==> config.mk <==
export PLATFORM = sky130hd
export DESIGN_NAME = ulpb_bus_ctrl_param
export DESIGN_NICKNAME = d
export VERILOG_FILES = /design/src/rtl/ulpb_bus_ctrl_param_pkg.sv /design/src/rtl/ulpb_bus_ctrl_param_din_filter.sv /design/src/rtl/ulpb_bus_ctrl_param.sv
export SDC_FILE = /design/constraint.sdc
export NUM_CORES = 1
export LEC_CHECK = 0
export ABC_AREA = 1
export CAP_MARGIN = 20
export CORE_MARGIN = 2
export CORE_UTILIZATION = 40
export DETAILED_ROUTE_END_ITERATION = 16
export PLACE_DENSITY = 0.57
export SYNTH_ARGS = -nofsm -noshare
export SYNTH_HDL_FRONTEND = slang
export SYNTH_HIERARCHICAL = 1
export SYNTH_SLANG_ARGS = --single-unit
==> constraint.sdc <==
create_clock -name CLK_IN -period 2.9 [get_ports CLK_IN]
set_clock_uncertainty 0.2 [all_clocks]
set_input_delay 0.58 -clock CLK_IN [delete_from_list [all_inputs] [get_ports CLK_IN]]
set_output_delay 0.58 -clock CLK_IN [all_outputs]
set_load 0.01 [all_outputs]
==> src/rtl/ulpb_bus_ctrl_param_pkg.sv <==
// Shared definitions for the ULPB bus controller.
// Holds the FSM state encodings, the reset-cause codes and small helpers.
package ulpb_ctrl_defs;

  // FSM state encodings (4 bits). Odd codes drive CLK_OUT high, even codes low,
  // except IDLE, which keeps the bus clock parked high.
  localparam logic [3:0] ST_IDLE     = 4'd0;
  localparam logic [3:0] ST_START_HI = 4'd1;
  localparam logic [3:0] ST_START_LO = 4'd2;
  localparam logic [3:0] ST_ARB_HI   = 4'd3;
  localparam logic [3:0] ST_ARB_LO   = 4'd4;
  localparam logic [3:0] ST_D1_HI    = 4'd5;
  localparam logic [3:0] ST_D1_LO    = 4'd6;
  localparam logic [3:0] ST_L1_HI    = 4'd7;
  localparam logic [3:0] ST_L1_LO    = 4'd8;
  localparam logic [3:0] ST_D2_HI    = 4'd9;
  localparam logic [3:0] ST_D2_LO    = 4'd10;
  localparam logic [3:0] ST_L2_HI    = 4'd11;
  localparam logic [3:0] ST_L2_LO    = 4'd12;
  localparam logic [3:0] ST_RESET_HI = 4'd13;
  localparam logic [3:0] ST_RESET_LO = 4'd14;
  localparam logic [3:0] ST_DISABLE  = 4'd15;

  // Reason codes reported on RESET_CAUSE.
  localparam logic [1:0] CAUSE_NONE      = 2'd0;
  localparam logic [1:0] CAUSE_INTERJECT = 2'd1;
  localparam logic [1:0] CAUSE_WATCHDOG  = 2'd2;
  localparam logic [1:0] CAUSE_FORCED    = 2'd3;

  // Smallest width w >= 1 with 2^w >= value; sizes down-counters that hold value-1.
  function automatic int clog2_f(input int value);
    int w;
    w = 1;
    for (int i = 1; i < 31; i++) begin
      if ((32'sd1 << i) < value) begin
        w = i + 1;
      end else begin
        w = w;
      end
    end
    return w;
  endfunction

  // CLK_OUT level associated with a state.
  function automatic logic clk_level_f(input logic [3:0] st);
    logic lvl;
    if (st == ST_IDLE) begin
      lvl = 1'b1;
    end else begin
      lvl = st[0];
    end
    return lvl;
  endfunction

endpackage

==> src/rtl/ulpb_bus_ctrl_param_din_filter.sv <==
// Ring data input stage: a single register (din_q) followed by a start
// glitch filter that only collects history while the controller is idle.
module ulpb_din_filter
  import ulpb_ctrl_defs::*;
#(
  parameter int GLITCH_LEN = 4
) (
  input  logic CLK_IN,
  input  logic RESET,
  input  logic DIN,
  input  logic ENABLE,
  output logic DIN_Q,
  output logic START_DET
);

  logic                  din_q_r;
  logic [GLITCH_LEN-1:0] shift_r;
  logic [GLITCH_LEN-1:0] shift_nxt_s;

  generate
    if (GLITCH_LEN == 1) begin : g_single
      // Single-sample filter: history is just the newest sample.
      always_comb begin
        shift_nxt_s = din_q_r;
      end
    end else begin : g_multi
      // Newest sample enters at bit 0, oldest drops off the top.
      always_comb begin
        shift_nxt_s = {shift_r[GLITCH_LEN-2:0], din_q_r};
      end
    end
  endgenerate

  // Register ring data once; the bus idles high.
  always_ff @(posedge CLK_IN or posedge RESET) begin
    if (RESET) begin
      din_q_r <= 1'b1;
    end else begin
      din_q_r <= DIN;
    end
  end

  // Collect low-sample history in IDLE, otherwise hold the filter preset to ones.
  always_ff @(posedge CLK_IN or posedge RESET) begin
    if (RESET) begin
      shift_r <= {GLITCH_LEN{1'b1}};
    end else if (ENABLE) begin
      shift_r <= shift_nxt_s;
    end else begin
      shift_r <= {GLITCH_LEN{1'b1}};
    end
  end

  assign DIN_Q     = din_q_r;
  assign START_DET = ENABLE & (shift_r == {GLITCH_LEN{1'b0}});

endmodule

==> src/rtl/ulpb_bus_ctrl_param.sv <==
// ULPB ring clock master: start detection, clock phase generation, data
// forwarding, interjection / watchdog / forced bus resets and status outputs.
module ulpb_bus_ctrl_param
  import ulpb_ctrl_defs::*;
#(
  parameter int CLK_DIV             = 10,
  parameter int GLITCH_LEN          = 4,
  parameter int START_HALF_CYCLES   = 6,
  parameter int RESET_CYCLES        = 4,
  parameter int DISABLE_HALF_CYCLES = 6,
  parameter int MAX_BITS            = 1024,
  parameter int BCNT_W              = 11
) (
  input  logic              CLK_IN,
  input  logic              RESET,
  input  logic              DIN,
  output logic              DOUT,
  output logic              CLK_OUT,
  input  logic              FORCE_RESET,
  output logic              BUSY,
  output logic              RESET_PULSE,
  output logic [1:0]        RESET_CAUSE,
  output logic [BCNT_W-1:0] BIT_COUNT
);

  localparam int PH_W    = clog2_f(CLK_DIV);
  localparam int REP_MAX = (START_HALF_CYCLES > RESET_CYCLES) ?
                           ((START_HALF_CYCLES > DISABLE_HALF_CYCLES) ? START_HALF_CYCLES : DISABLE_HALF_CYCLES) :
                           ((RESET_CYCLES > DISABLE_HALF_CYCLES) ? RESET_CYCLES : DISABLE_HALF_CYCLES);
  localparam int REP_W   = clog2_f(REP_MAX);

  localparam logic [PH_W-1:0]   PH_RELOAD   = PH_W'(CLK_DIV - 1);
  localparam logic [REP_W-1:0]  REP_START   = REP_W'(START_HALF_CYCLES - 1);
  localparam logic [REP_W-1:0]  REP_RESET   = REP_W'(RESET_CYCLES - 1);
  localparam logic [REP_W-1:0]  REP_DISABLE = REP_W'(DISABLE_HALF_CYCLES - 1);
  localparam logic [BCNT_W-1:0] BCNT_SAT    = {BCNT_W{1'b1}};
  localparam logic [BCNT_W:0]   MAX_BITS_C  = (BCNT_W + 1)'(MAX_BITS);

  logic [3:0]        state_r,  state_nxt_s;
  logic [PH_W-1:0]   ph_r,     ph_nxt_s;
  logic [REP_W-1:0]  rep_r,    rep_nxt_s;
  logic              hold_r,   hold_nxt_s;
  logic              force_r,  force_nxt_s;
  logic [1:0]        pend_r,   pend_nxt_s;
  logic [1:0]        cause_r,  cause_nxt_s;
  logic [BCNT_W-1:0] bcnt_r,   bcnt_nxt_s;
  logic              s1_r,     s1_nxt_s;
  logic              s2_r,     s2_nxt_s;
  logic              pulse_r,  pulse_nxt_s;
  logic              clk_out_r;
  logic              dout_r;
  logic              busy_r;

  logic              din_q_s;
  logic              start_s;
  logic              tick_s;
  logic              idle_s;
  logic [BCNT_W:0]   bcnt_inc_s;
  logic [1:0]        decide_s;

  assign idle_s     = (state_r == ST_IDLE);
  assign tick_s     = (ph_r == {PH_W{1'b0}});
  assign bcnt_inc_s = {1'b0, bcnt_r} + {{BCNT_W{1'b0}}, 1'b1};

  ulpb_din_filter #(
    .GLITCH_LEN (GLITCH_LEN)
  ) u_din_filter (
    .CLK_IN    (CLK_IN),
    .RESET     (RESET),
    .DIN       (DIN),
    .ENABLE    (idle_s),
    .DIN_Q     (din_q_s),
    .START_DET (start_s)
  );

  // Bus-reset decision for the current bit slot; forced beats interjection beats watchdog.
  always_comb begin
    decide_s = CAUSE_NONE;
    if (force_r) begin
      decide_s = CAUSE_FORCED;
    end else if (s1_r != s2_r) begin
      decide_s = CAUSE_INTERJECT;
    end else if (bcnt_inc_s >= MAX_BITS_C) begin
      decide_s = CAUSE_WATCHDOG;
    end else begin
      decide_s = CAUSE_NONE;
    end
  end

  // Next-state logic: phase timing, state sequencing and per-state side effects.
  always_comb begin
    state_nxt_s = state_r;
    ph_nxt_s    = ph_r;
    rep_nxt_s   = rep_r;
    hold_nxt_s  = hold_r;
    pend_nxt_s  = pend_r;
    cause_nxt_s = cause_r;
    bcnt_nxt_s  = bcnt_r;
    s1_nxt_s    = s1_r;
    s2_nxt_s    = s2_r;
    pulse_nxt_s = 1'b0;
    if (idle_s) begin
      if (start_s) begin
        state_nxt_s = ST_START_HI;
        ph_nxt_s    = PH_RELOAD;
        rep_nxt_s   = REP_START;
        bcnt_nxt_s  = {BCNT_W{1'b0}};
        cause_nxt_s = CAUSE_NONE;
      end else begin
        ph_nxt_s = ph_r;
      end
    end else if (tick_s) begin
      ph_nxt_s = PH_RELOAD;
      case (state_r)
        ST_START_HI: begin
          if (rep_r == {REP_W{1'b0}}) begin
            state_nxt_s = ST_START_LO;
          end else begin
            rep_nxt_s = rep_r - REP_W'(1);
          end
        end
        ST_START_LO: state_nxt_s = ST_ARB_HI;
        ST_ARB_HI:   state_nxt_s = ST_ARB_LO;
        ST_ARB_LO: begin
          state_nxt_s = ST_D1_HI;
          hold_nxt_s  = 1'b0;
        end
        ST_D1_HI:    state_nxt_s = ST_D1_LO;
        ST_D1_LO: begin
          state_nxt_s = ST_L1_HI;
          s1_nxt_s    = din_q_s;
        end
        ST_L1_HI:    state_nxt_s = ST_L1_LO;
        ST_L1_LO:    state_nxt_s = ST_D2_HI;
        ST_D2_HI:    state_nxt_s = ST_D2_LO;
        ST_D2_LO: begin
          state_nxt_s = ST_L2_HI;
          s2_nxt_s    = din_q_s;
        end
        ST_L2_HI: begin
          state_nxt_s = ST_L2_LO;
          pend_nxt_s  = decide_s;
        end
        ST_L2_LO: begin
          if (bcnt_r != BCNT_SAT) begin
            bcnt_nxt_s = bcnt_r + BCNT_W'(1);
          end else begin
            bcnt_nxt_s = bcnt_r;
          end
          if (pend_r != CAUSE_NONE) begin
            state_nxt_s = ST_RESET_HI;
            rep_nxt_s   = REP_RESET;
            pulse_nxt_s = 1'b1;
            cause_nxt_s = pend_r;
            pend_nxt_s  = CAUSE_NONE;
            hold_nxt_s  = 1'b1;
          end else begin
            state_nxt_s = ST_D1_HI;
          end
        end
        ST_RESET_HI: state_nxt_s = ST_RESET_LO;
        ST_RESET_LO: begin
          if (rep_r == {REP_W{1'b0}}) begin
            state_nxt_s = ST_DISABLE;
            rep_nxt_s   = REP_DISABLE;
          end else begin
            state_nxt_s = ST_RESET_HI;
            rep_nxt_s   = rep_r - REP_W'(1);
          end
        end
        ST_DISABLE: begin
          if (rep_r == {REP_W{1'b0}}) begin
            state_nxt_s = ST_IDLE;
          end else begin
            rep_nxt_s = rep_r - REP_W'(1);
          end
        end
        default: state_nxt_s = ST_IDLE;
      endcase
    end else begin
      ph_nxt_s = ph_r - PH_W'(1);
    end
  end

  // Force latch: ignored in IDLE, discarded during reset/disable, cleared when acted on.
  always_comb begin
    force_nxt_s = force_r;
    case (state_r)
      ST_IDLE, ST_RESET_HI, ST_RESET_LO, ST_DISABLE: force_nxt_s = 1'b0;
      default: begin
        if (pulse_nxt_s) begin
          force_nxt_s = 1'b0;
        end else if (FORCE_RESET) begin
          force_nxt_s = 1'b1;
        end else begin
          force_nxt_s = force_r;
        end
      end
    endcase
  end

  // Controller state and status registers.
  always_ff @(posedge CLK_IN or posedge RESET) begin
    if (RESET) begin
      state_r <= ST_IDLE;
      ph_r    <= PH_RELOAD;
      rep_r   <= {REP_W{1'b0}};
      hold_r  <= 1'b1;
      force_r <= 1'b0;
      pend_r  <= CAUSE_NONE;
      cause_r <= CAUSE_NONE;
      bcnt_r  <= {BCNT_W{1'b0}};
      s1_r    <= 1'b1;
      s2_r    <= 1'b1;
      pulse_r <= 1'b0;
    end else begin
      state_r <= state_nxt_s;
      ph_r    <= ph_nxt_s;
      rep_r   <= rep_nxt_s;
      hold_r  <= hold_nxt_s;
      force_r <= force_nxt_s;
      pend_r  <= pend_nxt_s;
      cause_r <= cause_nxt_s;
      bcnt_r  <= bcnt_nxt_s;
      s1_r    <= s1_nxt_s;
      s2_r    <= s2_nxt_s;
      pulse_r <= pulse_nxt_s;
    end
  end

  // Bus-facing outputs registered alongside the state; DOUT mirrors din_q unless held.
  always_ff @(posedge CLK_IN or posedge RESET) begin
    if (RESET) begin
      clk_out_r <= 1'b1;
      dout_r    <= 1'b1;
      busy_r    <= 1'b0;
    end else begin
      clk_out_r <= clk_level_f(state_nxt_s);
      dout_r    <= hold_nxt_s ? 1'b1 : DIN;
      busy_r    <= (state_nxt_s != ST_IDLE);
    end
  end

  assign CLK_OUT     = clk_out_r;
  assign DOUT        = dout_r;
  assign BUSY        = busy_r;
  assign RESET_PULSE = pulse_r;
  assign RESET_CAUSE = cause_r;
  assign BIT_COUNT   = bcnt_r;

endmodule
==> results of run 1 <==
-- registers in the layout, indices dropped and copies added (netlist names), 2 cells and up --
register              count
u_din_filter/shift_r      4
state_r                   4
pend_r                    2
rep_r                     3
ph_r                      4
RESET_CAUSE               2
BIT_COUNT                11
-- logic make-up (layout without fill, tap and decap cells) --
| logic type | after synthesis | count (layout) | synth area share [%] |
|---|---|---|---|
| xor+xnor | 10 | 10 | 3.81 |
| buf+inv | 47 | 73 | 8.43 |
| simple gates | 164 | 164 | 33.3 |
| compound gates | 28 | 28 | 8.16 |
| flops | 39 | 39 | 43.1 |
| fa+ha+maj | 6 | 6 | 3.26 |
-- metal layers --
| layer | track usage [%] | vias up | wire [um] | share of wire [%] |
|---|---|---|---|---|
| li1 | - | 954 | - | - |
| met4 | 4.92 | 0 | 57 | 1.3 |
| met1 | 20.7 | 817 | 2190 | 48 |
| met2 | 28.2 | 20 | 2160 | 48 |
| met3 | 3.39 | 5 | 117 | 2.6 |
| met5 | 0 | - | 0 | 0 |
-- cell type report --
cell class / instances / area [sq um] / share of cell area, %
Clock buffer: 7 / 76.3 / 2.86
Clock inverter: 1 / 5.00 / 0.188
Inverter: 44 / 166 / 6.24
Multi-Input combinational cell: 208 / 1120 / 41.9
Sequential cell: 39 / 991 / 37.2
Tap cell: 72 / 90.1 / 3.38
Timing Repair Buffer: 21 / 220 / 8.26
-- cells in the mapped netlist (4+ instances only) --
cell type,instances
o21ai_2,10
inv_1,36
o21ai_1,5
nand2_2,12
xnor2_1,4
ha_1,6
inv_2,7
dfrtp_1,27
nor2_4,4
nand2_1,89
nand2_4,4
nor2_1,23
dfstp_2,12
nand3_1,20
a21oi_1,5
xor2_1,6
-- path summary, 6_finish.rpt --
path | from | end | cells past startpoint
worst max-delay path | state_r[3] | BIT_COUNT[3] | 12
worst min-delay path | u_din_filter/shift_r[0] | u_din_filter/shift_r[1] | 2
worst max register to register | state_r[3] | BIT_COUNT[3] | 12
worst min register to register | u_din_filter/shift_r[0] | u_din_filter/shift_r[1] | 2
max in group asynchronous | RESET | ph_r[0] | 3
min in group asynchronous | RESET | rep_r[2] | 2
-- report_power, final --
part / internal [W] / leakage, nW / switching [W]
clock: 0.000169 / 0.0422 / 0.000180
combinational: 0.00000815 / 0.752 / 0.0000131
sequential: 0.000547 / 0.481 / 0.000000458
total: 0.000724 / 1.28 / 0.000194
-- per-stage QoR --
stage | instance area, sq um | std cells
3_5_place_dp | 2580 | 384
6_report | 2670 | 392
3_3_place_gp | 2580 | 384
5_1_grt | 2670 | 392
4_1_cts | 2670 | 392
2_1_floorplan | 2300 | 294
-- critical path: cells and delay by family (launching register included) --
family / cells / cell delay [ns]
AND/OR/NAND/NOR: 9 / 1.42
flip-flops: 1 / 0.49
buffers and inverters: 2 / 0.22
AO/OA/AOI/OAI: 1 / 0.06
==> metrics.csv, run 1 <==
stage;metric;value;unit
layout;final_common_cell;nand2_1;
die;die_h;79.8;um
synthesis;yosysTopAreaCellShare;29.4;%
critical_path;worstPathRequired;2.86;ns
die;core;5540;sq um
synthesis;yosysWarnings;6;
layout;diodes;0;
synthesis;yosysUniqueCellTypes;29;
synthesis;synthCells;294;
critical_path;rrSetupSlack;0.40;ns
global_route;grtUsageTotal;16.4;%
die;start_util;41.5;%
critical_path;cp.arrival;2.47;ns
route;viasPerCell;4.58;
timing;tns;0;ns
synthesis;synth_area_leaders;dfrtp_1 (29%), nand2_1 (15%), dfstp_2 (14%);
synthesis;synth_ff_type;dfrtp_1;
run;max_cap_violations;0;
synthesis;ys_seq_area_share;43.1;%
critical_path;crit_top_cell;nand2_2;
clocking;numCtsBuffers;5;
die;die_width;79.8;um
clocking;cts-resized-gates;0;
global_route;grt_max_degree;21;
placed_design;hpwl;3.42;mm
critical_path;cp-start-kind;register;
timing;fin_crit_sh;86.4;%
timing;min_period;2.50;ns
power;p_leak;1.28;nW
hold_path;hold_path.class;reg2reg;
clocking;cts-htree-levels;2;
timing;relSlewSlack;59.5;%
die;dieArea;6380;sq um
critical_path;endpoint_kind;register;
timing;worst_slack;0.396;ns
clocking;cts_tree;built;
timing;rsz0062_at_grt;no;
power;power.total;0.000918;W
route;vias;1796;
layout;layout_common_cells;nand2_1 (89), inv_1 (36), dfrtp_1 (27);
global_route;grt_pass1_wl;8.19;mm
timing;hold-worst-slack;0.258;ns
clocking;cts_setup_buffers;0;
clocking;clock_latency;0.29;ns
layout;area_delta_synth_final;15.8;%
layout;finalNetCount;329;
clocking;clock_sinks;39;
synthesis;synth-async-reset-ratio;100;%
die;rows;27;
timing;drv_slew;0;
route;drtAntennaViolNets;0;
layout;drive_above_1_share;19.7;%
synthesis;synth_edf_count;0;
synthesis;syn_area;2300;sq um
synthesis;synth_top_cell_by_area;dfrtp_1;
power;irDropWorstVdd;0.200;mV
critical_path;critPathMaxFanout;20;
layout;nFillCells;573;
status;status;finished, final reports clean;
route;wl_per_cell;11.5;um
timing;setup_viol;0;
synthesis;synth_nets;304;
timing;finalHoldViolations;0;
placed_design;pre_cts_slack;0.377;ns
power;power_density;344;nW/um^2
placed_design;io_buffers;20;
global_route;grt-ovfl-total;0;
clocking;ctsRootBufferMaster;clkbuf_8;
route;drc;0;
die;ioPinCount;21;
clocking;clk_pin_slew;0.07;ns
critical_path;path_cells;nor2_4 -> nand2_4 -> inv_2 -> nand2_2 -> nor2_2 -> inv_1 -> nand3_1 -> nand2_2 -> nor2_2 -> nand2_2 -> nand2_1 -> o21ai_2;
global_route;grt_pass1_vias;1772;
route;first_pass_iters;4;
critical_path;slowest_delay;0.49;ns
critical_path;slowest_stage;dfrtp_1;
placed_design;gp_congestion;0.852;
route;drtIter0Drc;65;
clocking;cts_hold_buffers;0;
timing;fmax;399;MHz
clocking;max-clock-path-buffers;2;
global_route;antenna_found_initial;0;
synthesis;syn_area_per_cell;7.83;sq um
timing;tightest_slew;0.607;ns
synthesis;synth_seq_cells;39;
route;drt-total-wl;4.53;mm
critical_path;path_class;reg2reg;
layout;postLayoutCoreUtil;48.1;%
(Power assumes the default switching activity.)
==> run 2: changes to the inputs <==
- SLEW_MARGIN: unset -> 0
==> results of run 2 <==
The final DEF is identical to that of run 1; final timing and power are the same.
==> run 3: changes to the inputs <==
- CORE_UTILIZATION: 40 -> 50
- PLACE_DENSITY: 0.57 -> 0.72
- clock period: 2.9 -> 2.3 ns (I/O delays scaled with it)
==> metrics.csv, run 3 (synthesis gave the netlist of run 1 again) <==
stage;metric;value;unit;change
critical_path;slowest_delay;0.46;ns;-0.03 ns
die;dieArea;5160;sq um;-19%
power;p_leak;1.33;nW;+4.4%
timing;drv_slew;0;;unchanged
timing;setup_viol;0;;unchanged
critical_path;cp-start-kind;register;;
die;die_h;71.8;um;-10%
power;p_sw_share;20.5;%;-0.63 points
power;comb_power_share;2.1;%;-0.2 points
clocking;cts_hold_buffers;0;;unchanged
critical_path;slowest_stage;dfrtp_1;;
hold_path;hold_path.class;reg2reg;;
critical_path;crit_buf_inv;3;;+1
layout;diodes;0;;unchanged
power;irDropWorstVdd;0.320;mV;+60%
power;internal_power;0.00102;W;+41%
timing;fin_crit_sh;88.8;%;+2.5 points
route;wl_per_cell;11.8;um;+2.0%
timing;finalHoldViolations;0;;unchanged
die;rows;24;;-11%
global_route;grt_pass1_vias;1801;;+1.6%
die;start_util;52.5;%;+11 points
critical_path;cp.arrival;2.03;ns;-0.44 ns
route;drtAntennaViolNets;0;;unchanged
clocking;cts_tree;built;;
critical_path;path_cells;nor2_4 -> nand2_4 -> inv_2 -> nand2_2 -> nor2_2 -> inv_1 -> nand3_1 -> nand2_2 -> nor2_2 -> nand2_2 -> buf_12 -> nand2_1 -> o21ai_2;;
global_route;antenna_found_initial;0;;unchanged
clocking;numCtsBuffers;5;;unchanged
timing;min_period;2.04;ns;-0.461 ns
route;viasPerCell;4.82;;+5.2%
timing;relSlewSlack;69.7;%;+10 points
critical_path;path_class;reg2reg;;
critical_path;crit_top_cell;nand2_2;;
route;vias;1826;;+1.7%
placed_design;hpwl;3.47;mm;+1.2%
layout;final_common_cell;nand2_1;;
die;ioPinCount;21;;unchanged
layout;layout_common_cells;nand2_1 (89), inv_1 (36), dfrtp_1 (27);;
status;status;finished, final reports clean;;
placed_design;io_buffers;20;;unchanged
critical_path;cpLargestDelayFamily;simple AND/OR/NAND/NOR gates;;
route;drc;0;;unchanged
clocking;clock_sinks;39;;unchanged
power;p_seq_share;53.6;%;-6.0 points
global_route;grt-ovfl-total;0;;unchanged
timing;fmax;489;MHz;+23%
critical_path;worstPathRequired;2.29;ns;-0.57 ns
layout;drive_above_1_share;22.0;%;+2.3 points
clocking;cts-resized-gates;0;;unchanged
global_route;grtUsageTotal;20.7;%;+4.3 points
critical_path;endpoint_kind;register;;
clocking;cts-htree-levels;2;;unchanged
layout;area_delta_synth_final;18.9;%;
timing;tns;0;ns;unchanged
timing;hold-worst-slack;0.248;ns;-0.0105 ns
route;drt-total-wl;4.46;mm;-1.4%
clocking;clock_latency;0.30;ns;about the same
die;core;4380;sq um;-21%
run;max_cap_violations;0;;unchanged
power;switchingPower;0.000264;W;+36%
power;power_density;470;nW/um^2;+37%
route;first_pass_iters;4;;unchanged
layout;fin_area;2740;sq um;+2.7%
route;drtIter0Drc;83;;+28%
placed_design;placed_cell_area;2620;sq um;+1.5%
clocking;ctsRootBufferMaster;clkbuf_8;;
die;die_width;71.8;um;-10%
power;p_clk_share;44.3;%;+6.2 points
layout;finalNetCount;336;;+2.1%
timing;rsz0062_at_grt;no;;
placed_design;gp_congestion;0.879;;+3.1%
global_route;grt_pass1_wl;8.29;mm;+1.3%
global_route;grt_max_degree;25;;+19%
critical_path;critPathMaxFanout;20;;unchanged
timing;tightest_slew;0.455;ns;-0.152 ns
layout;largest_register_ffs;11;;unchanged
clocking;clk_pin_slew;0.07;ns;about the same
clocking;max-clock-path-buffers;2;;unchanged
clocking;cts_setup_buffers;0;;unchanged
## run 3: final timing paths
path | startpoint | to | slack, ns | cells after the start
setup reg to reg | state_r[0] | BIT_COUNT[9] | 0.26 | 13
setup / recovery | state_r[0] | BIT_COUNT[9] | 0.26 | 13
hold reg to reg | u_din_filter/DIN_Q | u_din_filter/shift_r[0] | 0.25 | 2
hold / removal | u_din_filter/DIN_Q | u_din_filter/shift_r[0] | 0.25 | 2
min in group asynchronous | RESET | state_r[2] | 0.31 | 2
max in group asynchronous | RESET | ph_r[0] | 1.03 | 3
## run 3: cell type report
type	count	area, sq um
multi-input combinational	208	1120
fill	395	1650
tap	52	65.1
sequential	39	991
clock buffer	5	68.8
clock inverter	3	43.8
inverter	44	166
timing repair buffer	28	285
## run 3: power by group through the flow
stage | logic, W | clock network [W] | registers [W]
2_1_floorplan | 0.0000115 | 0 | 0.000703
3_3_place_gp | 0.0000276 | 0 | 0.000703
3_5_place_dp | 0.0000277 | 0 | 0.000703
4_1_cts | 0.0000278 | 0.000590 | 0.000690
5_1_grt | 0.0000307 | 0.000612 | 0.000690
6_report | 0.0000265 | 0.000570 | 0.000690
## run 3: worst min-delay path, cell delays in order (launching register included)
cell and delay (ns):
dfstp_2 0.37, inv_1 0.04, nand2_1 0.04
## run 3: through the flow
stage,utilization (%),power (W),std cells,setup slack (ns)
after floorplan,-,0.000715,294,0.294
after global routing,62.4,0.00133,379,0.0885
after detailed placement,59.8,0.000730,371,0.262
after global placement,59.8,0.000730,371,0.306
after CTS,62.4,0.00131,379,0.246
final,62.4,0.00129,379,0.257
## run 3: metal layers
layer,vias up,GRT usage (%),share of wire [%]
met4,0,7.13,1.6
met1,821,26.3,45
met2,26,34.7,51
met3,6,4.92,3.1
li1,973,-,-
met5,-,0,0
